$ cat src/rtl/sw_lap_ctrl_if.sv
// sw_lap_ctrl_if: button/time inputs and display/status outputs of the stopwatch control block.
interface sw_lap_ctrl_if #(parameter int AW = 3);
   logic          i_fStart;
   logic          i_fStop;
   logic          i_fLap;
   logic [11:0]   i_Time;
   logic          o_Run;
   logic          o_Clear;
   logic [11:0]   o_Disp;
   logic [AW-1:0] o_LapIdx;
   logic [AW:0]   o_LapCnt;
   logic          o_Full;
   logic [1:0]    o_State;
   modport master (
      output i_fStart, i_fStop, i_fLap, i_Time,
      input  o_Run, o_Clear, o_Disp, o_LapIdx, o_LapCnt, o_Full, o_State
   );
   modport slave (
      input  i_fStart, i_fStop, i_fLap, i_Time,
      output o_Run, o_Clear, o_Disp, o_LapIdx, o_LapCnt, o_Full, o_State
   );
endinterface

$ cat src/rtl/sw_lap_ctrl.sv
// sw_lap_ctrl: debounced button FSM driving counter run/clear and a lap memory with review stepping.
module sw_lap_ctrl #(
   parameter int DB_CNT = 2_000_000,
   parameter int DEPTH  = 8,
   parameter int AW     = 3
) (
   input logic          i_Clk,
   input logic          i_Rst,
   sw_lap_ctrl_if.slave bus
);
   localparam int CW = $clog2(DB_CNT + 1);
   typedef enum logic [1:0] {IDLE, RUN, PAUSE, REVIEW} state_t;
   logic [2:0]    btn, sync1_q, sync2_q, stb_q, stb_d, prv_q, prs;
   logic [CW-1:0] dbc_q [3];
   logic [CW-1:0] dbc_d [3];
   logic          st, sp, lp, wr;
   state_t        state_q, state_d;
   logic [AW:0]   cnt_q, cnt_d;
   logic [AW-1:0] idx_q, idx_d, last, sel;
   logic [11:0]   mem_q [DEPTH];
   assign btn = {bus.i_fStart, bus.i_fStop, bus.i_fLap};
   always_ff @(posedge i_Clk or negedge i_Rst) begin
      if (!i_Rst) begin
         sync1_q <= '1;
         sync2_q <= '1;
         stb_q   <= '1;
         prv_q   <= '1;
         dbc_q   <= '{default: '0};
         state_q <= IDLE;
         cnt_q   <= '0;
         idx_q   <= '0;
      end else begin
         sync1_q <= btn;
         sync2_q <= sync1_q;
         stb_q   <= stb_d;
         prv_q   <= stb_q;
         dbc_q   <= dbc_d;
         state_q <= state_d;
         cnt_q   <= cnt_d;
         idx_q   <= idx_d;
      end
   end
   // The stable level flips on the cycle the counter would have reached DB_CNT.
   always_comb begin
      stb_d = stb_q;
      for (int i = 0; i < 3; i++) begin
         dbc_d[i] = '0;
         if (sync2_q[i] != stb_q[i]) begin
            if (dbc_q[i] == CW'(DB_CNT - 1)) stb_d[i] = ~stb_q[i];
            else dbc_d[i] = dbc_q[i] + CW'(1);
         end
      end
   end
   assign prs  = ~stb_q & prv_q;
   assign st   = prs[2];
   assign sp   = prs[1] & ~prs[2];
   assign lp   = prs[0] & ~|prs[2:1];
   assign last = cnt_q[AW-1:0] - AW'(1);
   always_comb begin
      state_d = state_q;
      cnt_d   = cnt_q;
      idx_d   = idx_q;
      wr      = 1'b0;
      case (state_q)
         IDLE: if (st) state_d = RUN;
         RUN: begin
            if (st) state_d = PAUSE;
            else if (sp) begin
               state_d = IDLE;
               cnt_d   = '0;
            end else if (lp && cnt_q < (AW+1)'(DEPTH)) begin
               wr    = 1'b1;
               cnt_d = cnt_q + (AW+1)'(1);
            end
         end
         PAUSE: begin
            if (st) state_d = RUN;
            else if (sp) begin
               state_d = IDLE;
               cnt_d   = '0;
            end else if (lp && cnt_q != '0) begin
               state_d = REVIEW;
               idx_d   = '0;
            end
         end
         REVIEW: begin
            if (st) state_d = RUN;
            else if (sp) state_d = PAUSE;
            else if (lp) idx_d = (idx_q == last) ? '0 : idx_q + AW'(1);
         end
         default: state_d = IDLE;
      endcase
   end
   // Lap storage is never reset; a zero lap count hides stale entries.
   always_ff @(posedge i_Clk)
      if (wr) mem_q[cnt_q[AW-1:0]] <= bus.i_Time;
   assign sel          = (state_q == REVIEW) ? idx_q : (cnt_q != '0 ? last : '0);
   assign bus.o_State  = state_q;
   assign bus.o_Run    = state_q == RUN;
   assign bus.o_Clear  = state_q == IDLE;
   assign bus.o_LapCnt = cnt_q;
   assign bus.o_Full   = cnt_q == (AW+1)'(DEPTH);
   assign bus.o_LapIdx = sel;
   assign bus.o_Disp   = (cnt_q == '0) ? 12'h000 : mem_q[sel];
endmodule

$ cat src/flat_wrapper.sv
// flat-port wrapper written by rule: the top's interface ports become plain ports
module sw_lap_ctrl_flat 
#(
   parameter int DB_CNT = 2_000_000,
   parameter int DEPTH  = 8,
   parameter int AW     = 3
)
  (i_Clk, i_Rst, bus_i_fStart, bus_i_fStop, bus_i_fLap, bus_i_Time, bus_o_Run, bus_o_Clear, bus_o_Disp, bus_o_LapIdx, bus_o_LapCnt, bus_o_Full, bus_o_State);
  sw_lap_ctrl_if #(.AW(AW)) bus_i ();
  input logic i_Clk;
  input logic i_Rst;
  input wire logic [$bits(bus_i.i_fStart)-1:0] bus_i_fStart;
  input wire logic [$bits(bus_i.i_fStop)-1:0] bus_i_fStop;
  input wire logic [$bits(bus_i.i_fLap)-1:0] bus_i_fLap;
  input wire logic [$bits(bus_i.i_Time)-1:0] bus_i_Time;
  output wire logic [$bits(bus_i.o_Run)-1:0] bus_o_Run;
  output wire logic [$bits(bus_i.o_Clear)-1:0] bus_o_Clear;
  output wire logic [$bits(bus_i.o_Disp)-1:0] bus_o_Disp;
  output wire logic [$bits(bus_i.o_LapIdx)-1:0] bus_o_LapIdx;
  output wire logic [$bits(bus_i.o_LapCnt)-1:0] bus_o_LapCnt;
  output wire logic [$bits(bus_i.o_Full)-1:0] bus_o_Full;
  output wire logic [$bits(bus_i.o_State)-1:0] bus_o_State;
  assign bus_i.i_fStart = bus_i_fStart;
  assign bus_i.i_fStop = bus_i_fStop;
  assign bus_i.i_fLap = bus_i_fLap;
  assign bus_i.i_Time = bus_i_Time;
  assign bus_o_Run = bus_i.o_Run;
  assign bus_o_Clear = bus_i.o_Clear;
  assign bus_o_Disp = bus_i.o_Disp;
  assign bus_o_LapIdx = bus_i.o_LapIdx;
  assign bus_o_LapCnt = bus_i.o_LapCnt;
  assign bus_o_Full = bus_i.o_Full;
  assign bus_o_State = bus_i.o_State;
  sw_lap_ctrl #(.DB_CNT(DB_CNT), .DEPTH(DEPTH), .AW(AW)) u_core (.i_Clk(i_Clk), .i_Rst(i_Rst), .bus(bus_i));
endmodule
$ cat config.mk
export PLATFORM = sky130hd
export DESIGN_NAME = sw_lap_ctrl_flat
export DESIGN_NICKNAME = d
export VERILOG_FILES = /design/src/rtl/sw_lap_ctrl_if.sv /design/src/rtl/sw_lap_ctrl.sv /design/src/flat_wrapper.sv
export SDC_FILE = /design/constraint.sdc
export NUM_CORES = 1
export LEC_CHECK = 0
export ABC_AREA = 0
export CORE_MARGIN = 5
export CORE_UTILIZATION = 50
export CTS_BUF_LIST = sky130_fd_sc_hd__clkbuf_4
export CTS_CLUSTER_SIZE = 40
export DETAILED_ROUTE_END_ITERATION = 6
export PLACE_DENSITY = 0.7
export SETUP_SLACK_MARGIN = 0.2
export SLEW_MARGIN = 25
export SYNTH_ARGS = -nofsm -noshare
export SYNTH_HDL_FRONTEND = slang
export SYNTH_SLANG_ARGS = --single-unit
$ cat constraint.sdc
create_clock -name i_Clk -period 6.4 [get_ports i_Clk]
set_clock_uncertainty 0.1 [all_clocks]
set_input_delay 0.64 -clock i_Clk [delete_from_list [all_inputs] [get_ports i_Clk]]
set_output_delay 0.64 -clock i_Clk [all_outputs]
set_load 0.005 [all_outputs]
Word-level counts from Yosys, hierarchy flattened
Memories as Yosys holds them, arrays and structs flattened.
Cells that the tools add are included.

storage, ports and cells
  register bits = 84
  bits in latches = 0
  memory bits (writable) = 96
  memory bits (read-only) = 0
  bits of input ports = 17
  output and inout bits = 24
  memories = 1

memories
  memory        words  bits a word  rd ports  clocked after Yosys merged registers in  wr ports  RTL line           text
  u_core.mem_q  8      12           1         0                                        1         sw_lap_ctrl.sv:20  logic [11:0] mem_q [DEPTH];

operators by class
  $add $sub $neg = 6
  $mul = 0
  divide/modulo/power cells = 0
  order comparisons = 1
  eq/ne operators = 24
  shift operators = 0
  mux-type cells = 38
  bitwise logic cells = 8
  reductions and logical operators = 15

operators by type and width
  cell                                                                      number
  21-bit 2-to-1 mux                                                         6
  21-bit by 1-bit adder with 21-bit output (second input constant)          3
  21-bit equality test (second input constant)                              3
  3-bit 2-to-1 mux                                                          9
  4-bit 2-to-1 mux                                                          5
  2-bit 2-to-1 mux                                                          8
  12-bit 2-to-1 mux                                                         1
  2-bit inequality test (second input constant)                             5
  3-bit by 1-bit inequality test with 1-bit output (second input constant)  3
  2-bit by 1-bit inequality test with 1-bit output (second input constant)  4
  2-bit case mux with 4 select lines                                        1
  4-bit case mux with 2 select lines                                        1
  7-bit AND reduction                                                       1
  1-bit 2-to-1 mux                                                          6
  3-bit case mux with 2 select lines                                        1
  2-bit AND reduction                                                       3
  5-bit AND reduction                                                       1
  4-bit by 1-bit adder with 4-bit output (second input constant)            1
  2-bit equality test (second input constant)                               2
  4-bit equality test (second input constant)                               1
  4-bit logical NOT                                                         1
  4-bit < comparator (second input constant)                                1
  4-bit by 1-bit inequality test with 1-bit output (second input constant)  1
  1-bit inverter                                                            4
  15 further kinds                                                          20

Logic depth before layout (Yosys ltp)
Gate-level depths: netlist of the first run.

  depth after elaboration = 12
  gate-level depth with buffers = 12
  depth with buffers taken out = 7

Worst setup path before layout of the first run
Ideal clock, no wire load.

  path kind = reg2out
  from = reg u_core.cnt_q[0] (netlist: u_core.bus.o_LapCnt[0])
  to = out bus_o_Disp[10]
  arrival time = 2.516 ns
  setup slack = 3.144 ns
  stages on the path, launching flop included = 12
  buffers on the path = 5
  cells stage by stage = dfrtp_1 -> buf_2 -> inv_1 -> clkbuf_1 -> ha_1 -> buf_2 -> or3b_1 -> buf_2 -> clkbuf_1 -> and4_1 -> o311ai_0 -> o2111ai_1

on the way
  longest elaborated chain between the ends = 5
  elaborated cells between the ends (all ways) = 7

ends and longest elaborated chain
  item                                                                               RTL line                              text
  from (decl)                                                                        sw_lap_ctrl.sv:18                     logic [AW:0] cnt_q, cnt_d;
  from (signal assigned)                                                             sw_lap_ctrl.sv:39                     cnt_q <= cnt_d;
  3-bit by 1-bit subtractor with 3-bit output or 4-bit nonzero test (tied branches)  sw_lap_ctrl.sv:58, sw_lap_ctrl.sv:97
  3-bit 2-to-1 mux (2 in series)                                                     sw_lap_ctrl.sv:97                     assign sel = (state_q == REVIEW) ? idx_q : (cnt_q != '0 ? last : '0);
  memory 8 x 12 bit                                                                  -
  12-bit 2-to-1 mux (*)                                                              sw_lap_ctrl.sv:104                    assign bus.o_Disp = (cnt_q == '0) ? 12'h000 : mem_q[sel];
  to (decl)                                                                          flat_wrapper.sv:18                    output wire logic [$bits(bus_i.o_Disp)-1:0] bus_o_Disp;

Mark *: on every way between the ends. The rest lies on a longest branch, timed or not.

Worst setup path after layout of the first run
  from = reg u_core.cnt_q[0] (netlist: u_core.bus.o_LapCnt[0])
  to = out bus_o_Disp[2]

The elaborated chain is that of the path after synthesis.

==> results of run 1 <==
-- worst max-delay path, cell delays in order (launching register included) --
cell             delay (ns)
dfrtp_1                0.41
inv_1                  0.42
ha_1                   0.39
or3b_1                 0.37
buf_4                  0.31
a22oi_2                0.63
nand3_1                0.68
o2111ai_1              0.55
clkdlybuf4s50_1        0.58
-- cell usage after synthesis, drive strengths merged (2+ instances only) --
| cell type | instances | area [um^2] |
|---|---|---|
| a211oi | 36 | 270 |
| a21oi | 26 | 138 |
| a31oi | 2 | 12.5 |
| and2 | 9 | 56.3 |
| and3 | 21 | 133 |
| and4 | 19 | 168 |
| buf | 19 | 91.3 |
| clkbuf | 47 | 176 |
| dfrtp | 72 | 1800 |
| dfstp | 12 | 315 |
| edfxtp | 96 | 2880 |
| ha | 6 | 75.1 |
| inv | 78 | 293 |
| mux2 | 3 | 33.8 |
| mux2i | 13 | 130 |
| nand2 | 26 | 97.6 |
| nand2b | 5 | 31.3 |
| nand3 | 23 | 115 |
| nand4 | 45 | 297 |
| nor2 | 50 | 188 |
| nor2b | 8 | 50.1 |
| nor3 | 8 | 40.0 |
| nor3b | 4 | 35.0 |
| nor4 | 7 | 50.1 |
| nor4b | 3 | 26.3 |
| o2111ai | 24 | 210 |
| o211ai | 12 | 90.1 |
| o21ai | 22 | 110 |
| o22ai | 2 | 12.5 |
| o311ai | 12 | 105 |
| o31ai | 7 | 57.6 |
| o41ai | 27 | 236 |
| or3 | 18 | 113 |
| or3b | 2 | 17.5 |
| or4 | 7 | 52.6 |
| xnor2 | 15 | 131 |
| xor2 | 26 | 228 |
-- metrics by stage --
| stage | hold slack, ns | std cells |
|---|---|---|
| 2_1_floorplan | 0.244 | 826 |
| 3_3_place_gp | 0.249 | 1049 |
| 3_5_place_dp | 0.250 | 1049 |
| 4_1_cts | 0.158 | 1080 |
| 5_1_grt | 0.0119 | 1081 |
| 6_report | 0.0288 | 1081 |
-- state kept, by name, indices dropped and copies added, names as in the netlist --
| signal | count |
|---|---|
| u_core.prv_q | 3 |
| u_core.stb_q | 3 |
| u_core.sync1_q | 3 |
| u_core.mem_q | 96 |
| u_core.sync2_q | 3 |
| u_core.bus.o_State | 2 |
| u_core.bus.o_LapCnt | 4 |
| u_core.idx_q | 3 |
| u_core.dbc_q | 63 |
-- where the power goes --
| group | internal (W) | switching [W] | total [W] |
|---|---|---|---|
| logic | 0.0000160 | 0.0000330 | 0.0000490 |
| registers | 0.00123 | 0.00000597 | 0.00124 |
| clock network | 0.000239 | 0.000385 | 0.000624 |
| total | 0.00148 | 0.000424 | 0.00191 |
-- cell type report --
| class | count | area share |
|---|---|---|
| sequential | 180 | 0.505 |
| multi-input combinational | 502 | 0.353 |
| timing repair buffer | 60 | 0.0557 |
| inverter | 78 | 0.0296 |
| tap | 229 | 0.0289 |
| clock buffer | 19 | 0.0144 |
| clock inverter | 12 | 0.0131 |
| antenna | 1 | 0.000253 |
-- logic make-up (layout without fill, tap and decap cells) --
kind of cell	count (synthesis)	count (layout)
xor gates and xnor gates	42	42
muxes	16	16
buffers and inverters	144	169
other	0	1
adders and majority gates	6	6
and+or+nand+nor	259	259
DFF	180	180
AOI/OAI and AO/OA	179	179
-- path summary, 6_finish.rpt --
check | endpoint | slack [ns] | cells after the start
max | bus_o_Disp[2] | 0.77 | 8
min | u_core.dbc_q[48] | 0.03 | 1
max reg2reg | u_core.mem_q[2][6] | 3.36 | 5
min reg2reg | u_core.sync2_q[1] | 0.27 | 0
max in group asynchronous | u_core.dbc_q[41] | 5.69 | 1
min in group i_Clk | u_core.sync2_q[1] | 0.27 | 0
-- metal layers --
metal | global-route usage | up-vias | part of all wire
li1 | - | 3138 | -
met1 | 0.276 | 3311 | 0.42
met2 | 0.342 | 236 | 0.49
met3 | 0.0460 | 33 | 0.065
met4 | 0.0781 | 0 | 0.021
met5 | 0 | - | 0
==> results.py, run 1 <==
metrics = {
    "power_and_ir_drop": {
        "power.density_mw_per_mm2": 193,
        "p_total_w": 0.00191,
        "irDropWorstVdd_mv": 0.131,
        "leakage_nw": 3.80,
    },
    "clocking": {
        "cts_tree": "built",
        "clk_pin_slew_ns": 0.15,
        "h-tree-depth": 4,
        "ctsResizeCount": 0,
        "clock_latency_ns": 0.56,
        "root_buffer": "clkbuf_4",
        "cts.sinks": 180,
        "clk_path_buf_depth": 2,
        "cts_hold_buf": 0,
        "postCtsSetupBuffers": 0,
        "cts_buffers": 17,
    },
    "routing": {
        "ant_nets": 0,
        "routed_wl_mm": 21.1,
        "first_iter_violations": 583,
        "wl_per_cell_um": 19.5,
        "via_per_inst": 6.21,
        "num_vias": 6718,
        "drc": 0,
        "firstDrtPassIters": 5,
    },
    "synth": {
        "ys_types": 63,
        "synth-seq-area-share": 0.555,
        "async_flop_share": 0.467,
        "synth_area_per_cell_um2": 10.9,
        "synth_edf_count": 96,
        "synthesis.nets": 849,
        "synth_area_mm2": 0.00901,
        "synth_cells": 826,
        "synth_mux_area_frac": 0.0182,
        "ys_seq_elements": 180,
        "synth_simple_gate_area_frac": 0.167,
        "synth-adder-area-share": 0.00833,
        "yosys_warnings": 0,
        "synth-xor-area-share": 0.0424,
        "synth_top_family_by_area": "simple AND/OR/NAND/NOR gates",
        "synth_compound_area_frac": 0.147,
        "synth_top_flop_cell": "edfxtp_1",
    },
    "global_routing": {
        "grtUsageTotal": 0.209,
        "grt_pass1_wl_mm": 34.2,
        "overflow": 0,
        "antenna_found_initial": 1,
        "grt_max_degree": 85,
        "grt_pass1_vias": 6623,
    },
    "finish": {
        "drive_above_1_share": 0.0987,
        "fillCellCount": 1468,
        "layout_commonest_cell": "edfxtp_1",
        "area_growth_pct": 9.99,
        "multi_input_area_mm2": 0.00350,
        "final_core_util": 0.555,
        "ff_latch_area_mm2": 0.00500,
        "fin_area_mm2": 0.00991,
        "layout_common_cells": "96 x edfxtp_1, 77 x inv_1, 72 x dfrtp_1",
        "nets": 862,
    },
    "sta": {
        "fmax_mhz": 178,
        "hold_viol_final": 0,
        "tightest_slew_ns": 0.768,
        "maxSlewViolCount": 0,
        "period_share": 0.879,
        "fin_crit_ns": 5.63,
        "grt_setup_unrepaired": "no",
        "setup_slack_ns": 0.774,
        "relSlewSlack": 0.487,
        "tns_ns": 0,
        "setup_viol": 0,
    },
    "floorplanning": {
        "dieArea_mm2": 0.0208,
        "die_width_um": 144,
        "pin_count": 41,
        "core_area_mm2": 0.0178,
        "initial_utilization": 0.505,
        "rows": 49,
        "dieHeight_um": 144,
    },
    "placement": {
        "place_area_mm2": 0.00961,
        "port_buffers": 40,
        "place_ws_ns": 1.49,
        "place.gp.congestion": 0.874,
        "hpwl_mm": 13.4,
    },
    "critical_path": {
        "critPathCaptureType": "primary output",
        "worstPathArrival_ns": 4.89,
        "crit_fanout": 51,
        "reg2reg_from": "u_core.bus.o_State[0]",
        "worstSetupStartpoint": "u_core.bus.o_LapCnt[0]",
        "worstSetupStartpointType": "flop",
        "worstPathRequired_ns": 5.66,
        "path_class": "reg2out",
    },
    "hold_path": {
        "hp-class": "in2async",
    },
    "status": {
        "outcome": "finished clean",
    },
    "flow_run": {
        "cap_violations": 0,
    },
}
Power figures use the tool's default switching activity.
==> run 2: changes to the inputs <==
- CORE_MARGIN: 5 -> 2
- CORE_UTILIZATION: 50 -> 68
- PLACE_DENSITY: 0.7 -> 0.9
==> results.py, run 2 (same netlist as run 1, synthesis figures left out) <==
metrics = {
    "floorplanning": {
        "dieArea_mm2": 0.0142,
        "die_width_um": 119,
        "pin_count": 41,
        "dieHeight_um": 119,
        "initial_utilization": 0.688,
        "core_area_mm2": 0.0131,
        "rows": 42,
    },
    "routing": {
        "ant_nets": 0,
        "routed_wl_mm": 21.1,
        "via_per_inst": 6.80,
        "wl_per_cell_um": 20.6,
        "num_vias": 6979,
        "first_iter_violations": 832,
        "firstDrtPassIters": 5,
        "drc": 0,
    },
    "finish": {
        "multi_input_area_mm2": 0.00350,
        "fillCellCount": 843,
        "ff_latch_area_mm2": 0.00500,
        "area_growth_pct": 9.29,
        "drive_above_1_share": 0.0999,
        "num_antenna_cells": 0,
        "fin_area_mm2": 0.00984,
        "nets": 861,
        "largest_reg_flops": 96,
        "layout_commonest_cell": "edfxtp_1",
        "layout_common_cells": "96 x edfxtp_1, 77 x inv_1, 72 x dfrtp_1",
    },
    "global_routing": {
        "grt_pass1_vias": 6705,
        "antenna_found_initial": 0,
        "grtUsageTotal": 0.313,
        "overflow": 0,
        "grt_pass1_wl_mm": 34.6,
        "grt_max_degree": 85,
    },
    "sta": {
        "hold_viol_final": 2,
        "setup_slack_ns": 0.866,
        "maxSlewViolCount": 0,
        "tns_ns": 0,
        "relSlewSlack": 0.301,
        "fin_crit_ns": 5.53,
        "tightest_slew_ns": 1.05,
        "setup_viol": 0,
        "timing.hold.ws_ns": -0.00441,
        "fmax_mhz": 181,
        "period_share": 0.865,
        "grt_setup_unrepaired": "no",
    },
    "critical_path": {
        "r2r_cells": 5,
        "reg2reg_from": "u_core.bus.o_State[0]",
        "worstSetupStartpoint": "u_core.bus.o_LapCnt[0]",
        "worstPathCellList": "buf_4 -> inv_1 -> ha_1 -> or3b_1 -> a22oi_2 -> nand3_1 -> o2111ai_1 -> clkdlybuf4s50_1",
        "worstPathArrival_ns": 4.79,
        "worstPathRequired_ns": 5.66,
        "cp_slowest_cell": "a22oi_2",
        "critPathCaptureType": "primary output",
        "path_class": "reg2out",
        "worstSetupStartpointType": "flop",
        "r2r_end": "u_core.mem_q[3][8]",
        "r2r_slack_ns": 3.26,
        "crit_fanout": 31,
        "max_stage_delay_ns": 0.65,
    },
    "placement": {
        "port_buffers": 40,
        "hpwl_mm": 13.7,
        "place.gp.congestion": 0.879,
        "place_ws_ns": 1.66,
        "place_area_mm2": 0.00955,
    },
    "clocking": {
        "cts_tree": "built",
        "cts_hold_buf": 0,
        "h-tree-depth": 4,
        "clk_pin_slew_ns": 0.15,
        "cts.sinks": 180,
        "root_buffer": "clkbuf_4",
        "postCtsSetupBuffers": 0,
        "clk_path_buf_depth": 2,
        "clock_latency_ns": 0.57,
        "cts_buffers": 17,
        "ctsResizeCount": 0,
    },
    "flow_run": {
        "cap_violations": 0,
    },
    "power_and_ir_drop": {
        "leakage_nw": 3.81,
        "p_total_w": 0.00192,
        "power.density_mw_per_mm2": 195,
        "irDropWorstVdd_mv": 0.148,
    },
    "status": {
        "violations": "hold timing",
        "outcome": "finished with violations",
    },
    "hold_path": {
        "hp-class": "in2async",
    },
}
## run 2: worst max-delay path by stage
stage	cells past startpoint	end	slack, ns
after CTS	9	bus_o_Disp[2]	1.0
after global placement	8	bus_o_Disp[2]	1.76
final	8	bus_o_Disp[2]	0.87
after global routing	8	bus_o_Disp[0]	0.70
after detailed placement	8	bus_o_Disp[2]	1.66
after floorplan	11	bus_o_Disp[10]	3.14
## run 2: power by group
group	leakage (nW)	switching (W)	internal, W
clock network	0.157	0.000391	0.000242
logic	1.67	0.0000340	0.0000158
registers	1.99	0.00000636	0.00123
total	3.81	0.000432	0.00149
## run 2: final cells by class
type	instances	share of cell area
Sequential cell	180	0.508
Inverter	78	0.0297
Tap cell	176	0.0224
Clock inverter	14	0.0153
Timing Repair Buffer	59	0.0553
Multi-Input combinational cell	502	0.356
Clock buffer	18	0.0137
## run 2: per-stage QoR
| stage | std cells | utilization |
|---|---|---|
| floorplan | 826 | - |
| global placement | 995 | 0.728 |
| detailed placement | 995 | 0.730 |
| CTS | 1027 | 0.752 |
| global route | 1027 | 0.752 |
| finish | 1027 | 0.752 |
## run 2: critical path: cells and delay by family (launching register included)
| kind | cells | cell delay [ns] |
|---|---|---|
| buffers and inverters | 3 | 1.25 |
| flip-flops | 1 | 0.38 |
| adder cells (fa/ha/maj) | 1 | 0.39 |
| AO/OA/AOI/OAI | 2 | 1.15 |
| AND/OR/NAND/NOR | 2 | 1.05 |
## run 2: layer usage
metal | vias up | track usage | share of wire | wire length, um
met5 | - | 0 | 0 | 0
met4 | 0 | 0.136 | 0.031 | 660
met3 | 69 | 0.0599 | 0.077 | 1640
met2 | 378 | 0.488 | 0.48 | 10100
met1 | 3392 | 0.433 | 0.41 | 8690
li1 | 3140 | - | - | -
